[src/rtl/load_store_unit.sv]
// Memory-stage load/store unit: req/ack data-memory port, byte enables, load formatting, stall.
// Define MISALIGN_TRAP_EN to trap misaligned H/W accesses instead of silently aligning them.
module load_store_unit #(
  parameter int unsigned DATA_WIDTH   = 32,
  parameter int unsigned BE_WIDTH     = 4,
  parameter int unsigned FUNCT3_WIDTH = 3
) (
  input  logic                    clk,
  input  logic                    rst,
  input  logic                    MemReq,
  input  logic                    MemWrite,
  input  logic [FUNCT3_WIDTH-1:0] Funct3,
  input  logic [DATA_WIDTH-1:0]   ALUResult,
  input  logic [DATA_WIDTH-1:0]   WriteData,
  output logic                    Stall,
  output logic [DATA_WIDTH-1:0]   ReadData,
  output logic                    ReadValid,
  output logic                    Misaligned,
  output logic                    DMemReq,
  output logic                    DMemWe,
  output logic [DATA_WIDTH-1:0]   DMemAddr,
  output logic [BE_WIDTH-1:0]     DMemBe,
  output logic [DATA_WIDTH-1:0]   DMemWdata,
  input  logic [DATA_WIDTH-1:0]   DMemRdata,
  input  logic                    DMemAck
);

  typedef enum logic [1:0] {StIdle, StBusy, StDone} state_e;

  state_e                  state_q, state_d;
  logic [FUNCT3_WIDTH-1:0] f3_q;
  logic [1:0]              off_q;
  logic                    req_q, we_q, read_valid_q, misaligned_q;
  logic [DATA_WIDTH-1:0]   addr_q, wdata_q, read_data_q;
  logic [BE_WIDTH-1:0]     be_q;

  logic [BE_WIDTH-1:0]     be_d;
  logic [DATA_WIDTH-1:0]   wdata_d, load_fmt;
  logic [7:0]              ld_byte;
  logic [15:0]             ld_half;
  logic                    trap;

  always_comb begin
    be_d    = 4'b1111;
    wdata_d = WriteData;
    case (Funct3)
      3'b000, 3'b100: begin
        be_d    = 4'b0001 << ALUResult[1:0];
        wdata_d = {4{WriteData[7:0]}};
      end
      3'b001, 3'b101: begin
        be_d    = 4'b0011 << {ALUResult[1], 1'b0};
        wdata_d = {2{WriteData[15:0]}};
      end
      default: ;
    endcase
  end

`ifdef MISALIGN_TRAP_EN
  always_comb begin
    case (Funct3)
      3'b000, 3'b100: trap = 1'b0;
      3'b001, 3'b101: trap = ALUResult[0];
      default:        trap = |ALUResult[1:0];
    endcase
  end
`else
  assign trap = 1'b0;
`endif

  // Lane select uses the latched offset; the raw word is only valid with the ack.
  always_comb begin
    case (off_q)
      2'd0:    ld_byte = DMemRdata[7:0];
      2'd1:    ld_byte = DMemRdata[15:8];
      2'd2:    ld_byte = DMemRdata[23:16];
      default: ld_byte = DMemRdata[31:24];
    endcase
    ld_half = off_q[1] ? DMemRdata[31:16] : DMemRdata[15:0];
    case (f3_q)
      3'b000:  load_fmt = {{24{ld_byte[7]}}, ld_byte};
      3'b100:  load_fmt = {24'b0, ld_byte};
      3'b001:  load_fmt = {{16{ld_half[15]}}, ld_half};
      3'b101:  load_fmt = {16'b0, ld_half};
      default: load_fmt = DMemRdata;
    endcase
  end

  always_comb begin
    state_d = state_q;
    case (state_q)
      StIdle:  if (MemReq) state_d = trap ? StDone : StBusy;
      StBusy:  if (DMemAck) state_d = StDone;
      default: state_d = StIdle;
    endcase
  end

  always_ff @(posedge clk) begin
    if (rst) begin
      state_q      <= StIdle;
      f3_q         <= '0;
      off_q        <= '0;
      req_q        <= 1'b0;
      we_q         <= 1'b0;
      addr_q       <= '0;
      be_q         <= '0;
      wdata_q      <= '0;
      read_data_q  <= '0;
      read_valid_q <= 1'b0;
      misaligned_q <= 1'b0;
    end else begin
      state_q      <= state_d;
      read_valid_q <= 1'b0;
      misaligned_q <= 1'b0;
      case (state_q)
        StIdle: begin
          if (MemReq && trap) begin
            misaligned_q <= 1'b1;
          end else if (MemReq) begin
            f3_q    <= Funct3;
            off_q   <= ALUResult[1:0];
            we_q    <= MemWrite;
            addr_q  <= {ALUResult[DATA_WIDTH-1:2], 2'b00};
            be_q    <= be_d;
            wdata_q <= wdata_d;
            req_q   <= 1'b1;
          end
        end
        StBusy: begin
          if (DMemAck) begin
            req_q <= 1'b0;
            if (!we_q) begin
              read_data_q  <= load_fmt;
              read_valid_q <= 1'b1;
            end
          end
        end
        default: ;
      endcase
    end
  end

  assign Stall      = ~rst & (((state_q == StIdle) & MemReq) | (state_q == StBusy));
  assign ReadData   = read_data_q;
  assign ReadValid  = read_valid_q;
  assign Misaligned = misaligned_q;
  assign DMemReq    = req_q;
  assign DMemWe     = we_q;
  assign DMemAddr   = addr_q;
  assign DMemBe     = be_q;
  assign DMemWdata  = wdata_q;

endmodule
[config.mk]
export PLATFORM = sky130hd
export DESIGN_NAME = load_store_unit
export DESIGN_NICKNAME = d
export VERILOG_FILES = /design/src/rtl/load_store_unit.sv
export SDC_FILE = /design/constraint.sdc
export NUM_CORES = 1
export LEC_CHECK = 0
export ABC_AREA = 1
export ABC_CLOCK_PERIOD_IN_PS = 1450
export BUFFER_PORTS_ARGS = -buffer_cell sky130_fd_sc_hd__buf_2
export CAP_MARGIN = 20
export CORE_MARGIN = 3
export CORE_UTILIZATION = 40
export DETAILED_ROUTE_END_ITERATION = 8
export PLACE_DENSITY = 0.69
export SYNTH_ARGS = -nofsm -noshare
export SYNTH_HDL_FRONTEND = slang
export SYNTH_SLANG_ARGS = --single-unit
[constraint.sdc]
create_clock -name clk -period 1.45 [get_ports clk]
set_input_delay 0.29 -clock clk [delete_from_list [all_inputs] [get_ports clk]]
set_output_delay 0.29 -clock clk [all_outputs]
set_load 0.02 [all_outputs]
## Word-level counts from Yosys, hierarchy flattened

Cells that the tools add are included.

- Flip-flop bits (word level): 108
- Latch bits: 0
- Memory bits (writable): 0
- Memory bits (read-only): 0
- Bits of input ports: 104
- Logic and storage cells: 54
- Memories: 0

- Add/subtract/negate cells: 0
- Multipliers: 0
- Divide/modulo/power cells: 0
- $lt $le $gt $ge: 0
- Equal/unequal tests: 11
- Shifts and indexed selects: 2
- Multiplexer cells: 12
- Bitwise operators: 7
- Reductions and logical operators: 12

Operators with widths:

| operator | number |
|---|---|
| 32-bit case mux with 4 select lines | 1 |
| 32-bit case mux with 2 select lines | 1 |
| 8-bit case mux with 3 select lines | 1 |
| 16-bit two-way mux | 1 |
| 3-bit equality test, second input constant | 4 |
| 4-bit case mux with 2 select lines | 1 |
| 3-bit by 1-bit equality test with 1-bit output, second input constant | 2 |
| 3-bit zero test | 2 |
| 3-bit AND reduction | 2 |
| 2-bit by 1-bit equality test with 1-bit output, second input constant | 2 |
| 2-bit zero test | 2 |
| 2-bit two-way mux | 2 |
| 2-bit inequality test, second input constant | 2 |
| 1-bit NOT | 4 |
| 2-bit case mux with 2 select lines | 1 |
| 2-bit AND reduction | 2 |
| 2-bit OR reduction | 2 |
| 1-bit by 2-bit << shifter with 4-bit output, first input constant | 1 |
| 2-bit by 2-bit << shifter with 4-bit output, first input constant | 1 |
| 1-bit two-way mux | 3 |
| 3-bit OR reduction | 1 |
| 1-bit bitwise AND | 2 |
| 2-bit equality test, second input constant | 1 |
| 1-bit case mux with 2 select lines | 1 |
| 2 further kinds | 2 |

## Depth between registers and ports, before layout

Gate-level depths: netlist (run 1).

- Depth in word-level cells: 4
- Gate-level depth with buffers: 9
- Gate-level depth less buffers: 9

## Least setup slack after synthesis (run 1)

OpenSTA, ideal clock, no wires.

- Path kind: flip-flop to output port
- Start point: register state_q[0]
- End point: output Stall
- Arrival time: 1.085 ns
- Path slack: 0.075 ns
- Stages on the path, launching flop included: 7
- Path through: dfxtp_1 inv_1 nand2_1 nor2_4 buf_2 nor2_1 nor2_1

- Word-level cells in the longest chain between the ends: 4

Ends and longest elaborated chain:

| element | line | text |
|---|---|---|
| start: declaration | 30 | `state_e state_q, state_d;` |
| start signal: assignment | 100 | `state_q <= StIdle;` |
| start signal: assignment | 112 | `state_q <= state_d;` |
| 2-bit zero test | 143 | `assign Stall = ~rst & (((state_q == StIdle) & MemReq) \| (state_q == StBusy));` |
| 1-bit bitwise AND | 143 |  |
| 1-bit bitwise OR (*) | 143 |  |
| 1-bit bitwise AND (*) | 143 |  |
| end: declaration | 15 | `output logic Stall,` |

Every way passes the cells marked *; elsewhere a longest branch is shown, timed or not.

## Worst setup path after layout (run 1)

- Start point: register state_q[1]
- End point: output Stall

The elaborated chain is that of the path after synthesis.

==> metrics.txt, run 1 <==
Final min period=1.50 ns; HP Class=primary input to flip-flop; Antenna Nets Post-Route=0; first drt pass iteration count=5; Reg power frac=0.445; failing checks=negative setup slack; clk sink count=108; Final setup viols=1; GP Congestion=0.909; vias=between 5,000 and 6,000; CP Capture Type=primary output; complex-gate fraction of the synthesized area=0.212; die height=roughly 110 microns; post-DR wirelength/cell=between 10 and 15 microns; final WL=14,700 microns; Worst EP required=1.16 ns; type of origin of the critical path=flip-flop; Avg Inst Size Synth=7.16 sq um; PwrDens=approximately 1200 mW/mm^2; multiplexer share of the synthesized area=0; GRT Util Overall=0.226; sw frac=0.309; CP max FO=2; initial DRC count=363; flops & latches, synth=between 100 and 150; run status=finished, violations left; post-synthesis cell area=0.00454 sq mm; number of antenna violations at the first check in global routing=1; Clock power frac=0.337; DRC violations left=0; Top-Level Pins=approximately 210; setup TNS=-0.0513 ns; grt ovf=0; total power=0.00749 W; PortBufs=205; Yosys warnings=0; final net count=roughly 950; maxcap violations=0; Reg clk slew, reported paths=roughly 0.070 ns; Leakage=between 3 and 4 nW; cell-internal power=0.00517 W; Peak VDD IR=1030 uV; Synth Area in XOR/XNOR=0; first-pass GRT wire length=approximately 23,000 microns; Setup CP Type=flip-flop to primary output; HPWL after DPL=10,900 microns; worst setup margin=-0.0513 ns; Starting Density=0.413; clock root buffer=clkbuf_16; number of global-route vias before repair=4,821; period utilisation layout=1.04; pre-CTS setup slack=around 0.061 ns; die area=0.0127 sq mm; fill count=1,045; Seq/Total Area, Yosys=0.476; Post-Synth Adder-Cell Area=0; Via density=5.06; combinational share of power=0.218; clk_lat worst skew=0.35 ns; final hold vios=0; Cells after Synth=634; NetSw=roughly 0.0023 W; hold_buf cts=0; ratio of cells with drive above 1 in the final layout=0.329; Placeable Area=0.0110 sq mm; RSZ-0062 raised after global routing=yes; htree depth=3; Bufs on Longest Clock Path=2; cts bufs inserted=9; clk_skew=about 0.009 ns; largest net degree at the start of global routing=47; area grow syn2layout=37.9%; simple-gate share of the synthesized area=0.242; Fmax=approximately 670 MHz; count of cell types in the netlist=28; largest family of logic cells by synthesized area=simple AND/OR/NAND/NOR gates; Critical Path AT=1.21 ns; CTS tree=done; Die W=113 microns; Final Slew Violations=0; Rows=38
==> worst max-delay path, stage by stage (launching register included) <==
cell,delay (ns)
dfxtp_2,0.35
nor2_4,0.11
buf_4,0.12
nor2_2,0.03
nor2_2,0.11
buf_6,0.14
==> through the flow <==
stage / instances / hold WS, ns / cell area [sq um] / util
finish: 988 / 0.165 / 6260 / 0.570
global route: 988 / 0.157 / 6260 / 0.570
CTS: 984 / 0.152 / 6150 / 0.560
detailed placement: 964 / 0.460 / 5810 / 0.529
global placement: 964 / 0.449 / 5810 / 0.529
floorplan: 636 / 0.425 / 4550 / -
==> sequential cells by signal, indices dropped and copies added (netlist names) <==
register and count:
state_q 2, ReadValid 1, f3_q 3, DMemReq 1, DMemAddr 30, off_q 2, ReadData 32, DMemWe 1
DMemWdata 32, DMemBe 4
==> final cells by class <==
type	count	area, sq um	area share
timing repair buffer	237	1370	0.219
timing repair inverter	1	7.51	0.00120
tap	140	175	0.0280
clock buffer	9	225	0.0360
sequential	108	2170	0.346
antenna	1	2.50	0.000400
inverter	27	108	0.0172
multi-input combinational	458	2120	0.339
clock inverter	7	83.8	0.0134
==> placed cells by master (no fill, tap or decap), types with 3 or more instances in the layout <==
cell        instances
a21oi_1            57
a22oi_1             3
a31oi_1            18
buf_12              6
buf_2             204
buf_4              21
buf_6               5
clkbuf_16           9
clkinv_4            3
clkinvlp_4          3
conb_1              3
dfxtp_1           104
dfxtp_2             4
inv_1              21
inv_2               3
nand2_1           138
nand2_2             3
nand3_1            30
nor2_1             90
nor2_2              4
nor2_4              5
o21a_1              3
o21ai_0            92
==> power by group through the flow <==
| stage | combinational (W) | clock [W] | sequential [W] |
|---|---|---|---|
| floorplan | 0.000657 | 0 | 0.00365 |
| global placement | 0.00154 | 0 | 0.00339 |
| detailed placement | 0.00157 | 0 | 0.00339 |
| CTS | 0.00159 | 0.00260 | 0.00333 |
| global route | 0.00178 | 0.00274 | 0.00336 |
| finish | 0.00163 | 0.00252 | 0.00333 |
==> cell families after synthesis <==
group / Yosys count
compound gates: 180
buf+inv: 70
flops: 108
other cells: 1
simple gates: 275
==> what timing repair did <==
| action | in CTS | in global routing |
|---|---|---|
| cloned | 0 | 1 |
| buffers inserted | 4 | 2 |
| endpoints found under the setup margin | 1 | 99 |
| gates resized for setup | 3 | 29 |
| pin swaps | 4 | 4 |
==> per-layer routing <==
layer / vias to the layer above / global-route usage / routed length, microns
met4: 0 / 0.0641 / 352
li1: 2506 / - / -
met3: 31 / 0.0695 / 1160
met5: - / 0 / 0
met2: 237 / 0.382 / 7190
met1: 2230 / 0.278 / 5970
==> path summary, 6_finish.rpt <==
check                     from     endpoint  slack (ns)  cells past startpoint
setup reg to reg    state_q[1]  ReadData[0]        0.06                      7
hold reg to reg        DMemReq      DMemReq        0.46                      2
hold / removal    ALUResult[2]  DMemAddr[2]        0.17                      3
setup / recovery    state_q[1]        Stall       -0.05                      5
==> synth_stat cells, drive strengths merged <==
library cell | number | area (sq um)
nand2 | 143 | 542
dfxtp | 108 | 2160
nor2 | 99 | 389
o21ai | 93 | 465
a21oi | 58 | 302
nand3 | 30 | 150
inv | 26 | 97.6
buf | 22 | 131
clkbuf | 21 | 78.8
a31oi | 18 | 113
a22oi | 3 | 22.5
o21a | 3 | 22.5
a21boi | 2 | 15.0
nand4 | 2 | 12.5
a211oi | 1 | 7.51
clkinv | 1 | 3.75
conb | 1 | 3.75
o211ai | 1 | 7.51
o21bai | 1 | 7.51
or2 | 1 | 6.26
(Power assumes the default switching activity.)
==> inputs of run 2 (changes only) <==
--- a/config.mk
+++ b/config.mk
@@ -11,8 +11,10 @@
 export CAP_MARGIN = 20
 export CORE_MARGIN = 3
 export CORE_UTILIZATION = 40
+export CTS_BUF_LIST = sky130_fd_sc_hd__clkbuf_2 sky130_fd_sc_hd__clkbuf_4 sky130_fd_sc_hd__clkbuf_8
 export DETAILED_ROUTE_END_ITERATION = 8
 export PLACE_DENSITY = 0.69
+export SLEW_MARGIN = 5
 export SYNTH_ARGS = -nofsm -noshare
 export SYNTH_HDL_FRONTEND = slang
 export SYNTH_SLANG_ARGS = --single-unit
==> metrics.txt, run 2 (synthesis gave the netlist of run 1 again) <==
final WL=14,600 microns; Reg clk slew, reported paths=0.11 ns; clk_skew=around 0.014 ns; Top-Level Pins=209; Final min period=1.56 ns; cts bufs inserted=9; fill count=roughly 1,100; area grow syn2layout=34.9%; hold_ws=0.134 ns; reg-to-reg slack, setup=-0.01 ns; worst-path cell chain=nor2_4, buf_4, nor2_2, nor2_2, buf_6; Util after Layout=0.558; GP Congestion=0.909; DRC violations left=0; clk_lat worst skew=0.37 ns; Worst EP required=1.16 ns; Final Slew Violations=0; Placeable Area=between 0.01 and 0.015 sq mm; CP Capture Type=primary output; worst setup margin=-0.105 ns; Antenna Nets Post-Route=0; type of origin of the critical path=flip-flop; htree depth=3; PortBufs=about 200; RSZ-0062 raised after global routing=yes; Starting Density=0.413; ratio of cells with drive above 1 in the final layout=0.325; Fmax=643 MHz; Die W=113 microns; final hold vios=0; grt ovf=0; Buf/Inv on CP=2; number of global-route vias before repair=4,768; die area=approximately 0.013 sq mm; initial DRC count=378; Setup CP Type=flip-flop to primary output; HPWL after DPL=10,900 microns; vias=5,035; largest net degree at the start of global routing=47; clk sink count=around 110; Rows=38; Leakage=3.11 nW; crit-path max cell delay=0.37 ns; commonest cells after routing, fill and taps aside=buf_2 (204), nand2_1 (138), dfxtp_1 (105), o21ai_0 (93), nor2_1 (90); Peak VDD IR=915 uV; CP max FO=2; die height=113 microns; slowest cell on the critical path=dfxtp_2; GRT Util Overall=0.225; most common cell after layout, fill and taps aside=buf_2; final net count=about 940; post-DR wirelength/cell=14.8 microns; PwrDens=1120 mW/mm^2; failing checks=negative setup slack; number of antenna violations at the first check in global routing=1; CTS tree=done; first-pass GRT wire length=23,200 microns; Bufs on Longest Clock Path=2; Critical Path AT=about 1.3 ns; critical path's top delay family=flip-flops; run status=finished, violations left; clock root buffer=clkbuf_8; HP Class=primary input to flip-flop; most frequent CP cell=nor2_2; period utilisation layout=1.07; hold_buf cts=0; Via density=5.11; first drt pass iteration count=5; maxcap violations=0; Final setup viols=2
-- run 2: where the power goes --
group | switching [W] | leakage, nW | internal, W
logic | 0.00102 | 2.12 | 0.000595
registers | 0.000127 | 0.891 | 0.00321
clock network | 0.00110 | 0.102 | 0.000827
total | 0.00225 | 3.11 | 0.00463
-- run 2: cell type report --
class / instances / area, sq um / area share
Sequential cell: 108 / 2170 / 0.354
Antenna cell: 1 / 2.50 / 0.000409
Inverter: 27 / 104 / 0.0170
Tap cell: 140 / 175 / 0.0286
Clock inverter: 7 / 83.8 / 0.0137
Timing Repair Buffer: 236 / 1360 / 0.222
Clock buffer: 9 / 124 / 0.0202
Multi-Input combinational cell: 458 / 2110 / 0.345
-- run 2: repair_timing --
action                                  in CTS  in global routing
setup buffers                                4                  1
gates resized for setup                      3                 22
endpoints found under the setup margin       1                101
pin swaps                                    4                  3
-- run 2: through the flow --
stage / setup WS, ns / total power [W] / instance area, sq um / std cells / TNS, ns
floorplan: 0.0754 / 0.00431 / 4550 / 636 / 0
CTS: -0.174 / 0.00692 / 6050 / 984 / -0.174
global route: -0.196 / 0.00726 / 6120 / 986 / -1.67
global placement: 0.0988 / 0.00493 / 5810 / 964 / 0
finish: -0.105 / 0.00688 / 6120 / 986 / -0.110
detailed placement: 0.0611 / 0.00496 / 5810 / 964 / 0
-- run 2: worst paths after layout --
check,startpoint,cells past startpoint,to
setup / recovery,state_q[1],5,Stall
hold / removal,ALUResult[14],3,DMemAddr[14]
setup reg to reg,state_q[1],7,ReadData[1]
hold reg to reg,DMemReq,2,DMemReq
-- run 2: per-layer routing --
metal / share of wire / track usage
met1: 0.40 / 0.277
met2: 0.49 / 0.375
met3: 0.084 / 0.0668
met4: 0.025 / 0.0777
met5: 0 / 0
-- run 2: tightest hold or removal path, delay by kind of cell --
family,cells,cell delay [ns]
simple gates,2,0.11
buf+inv,1,0.08
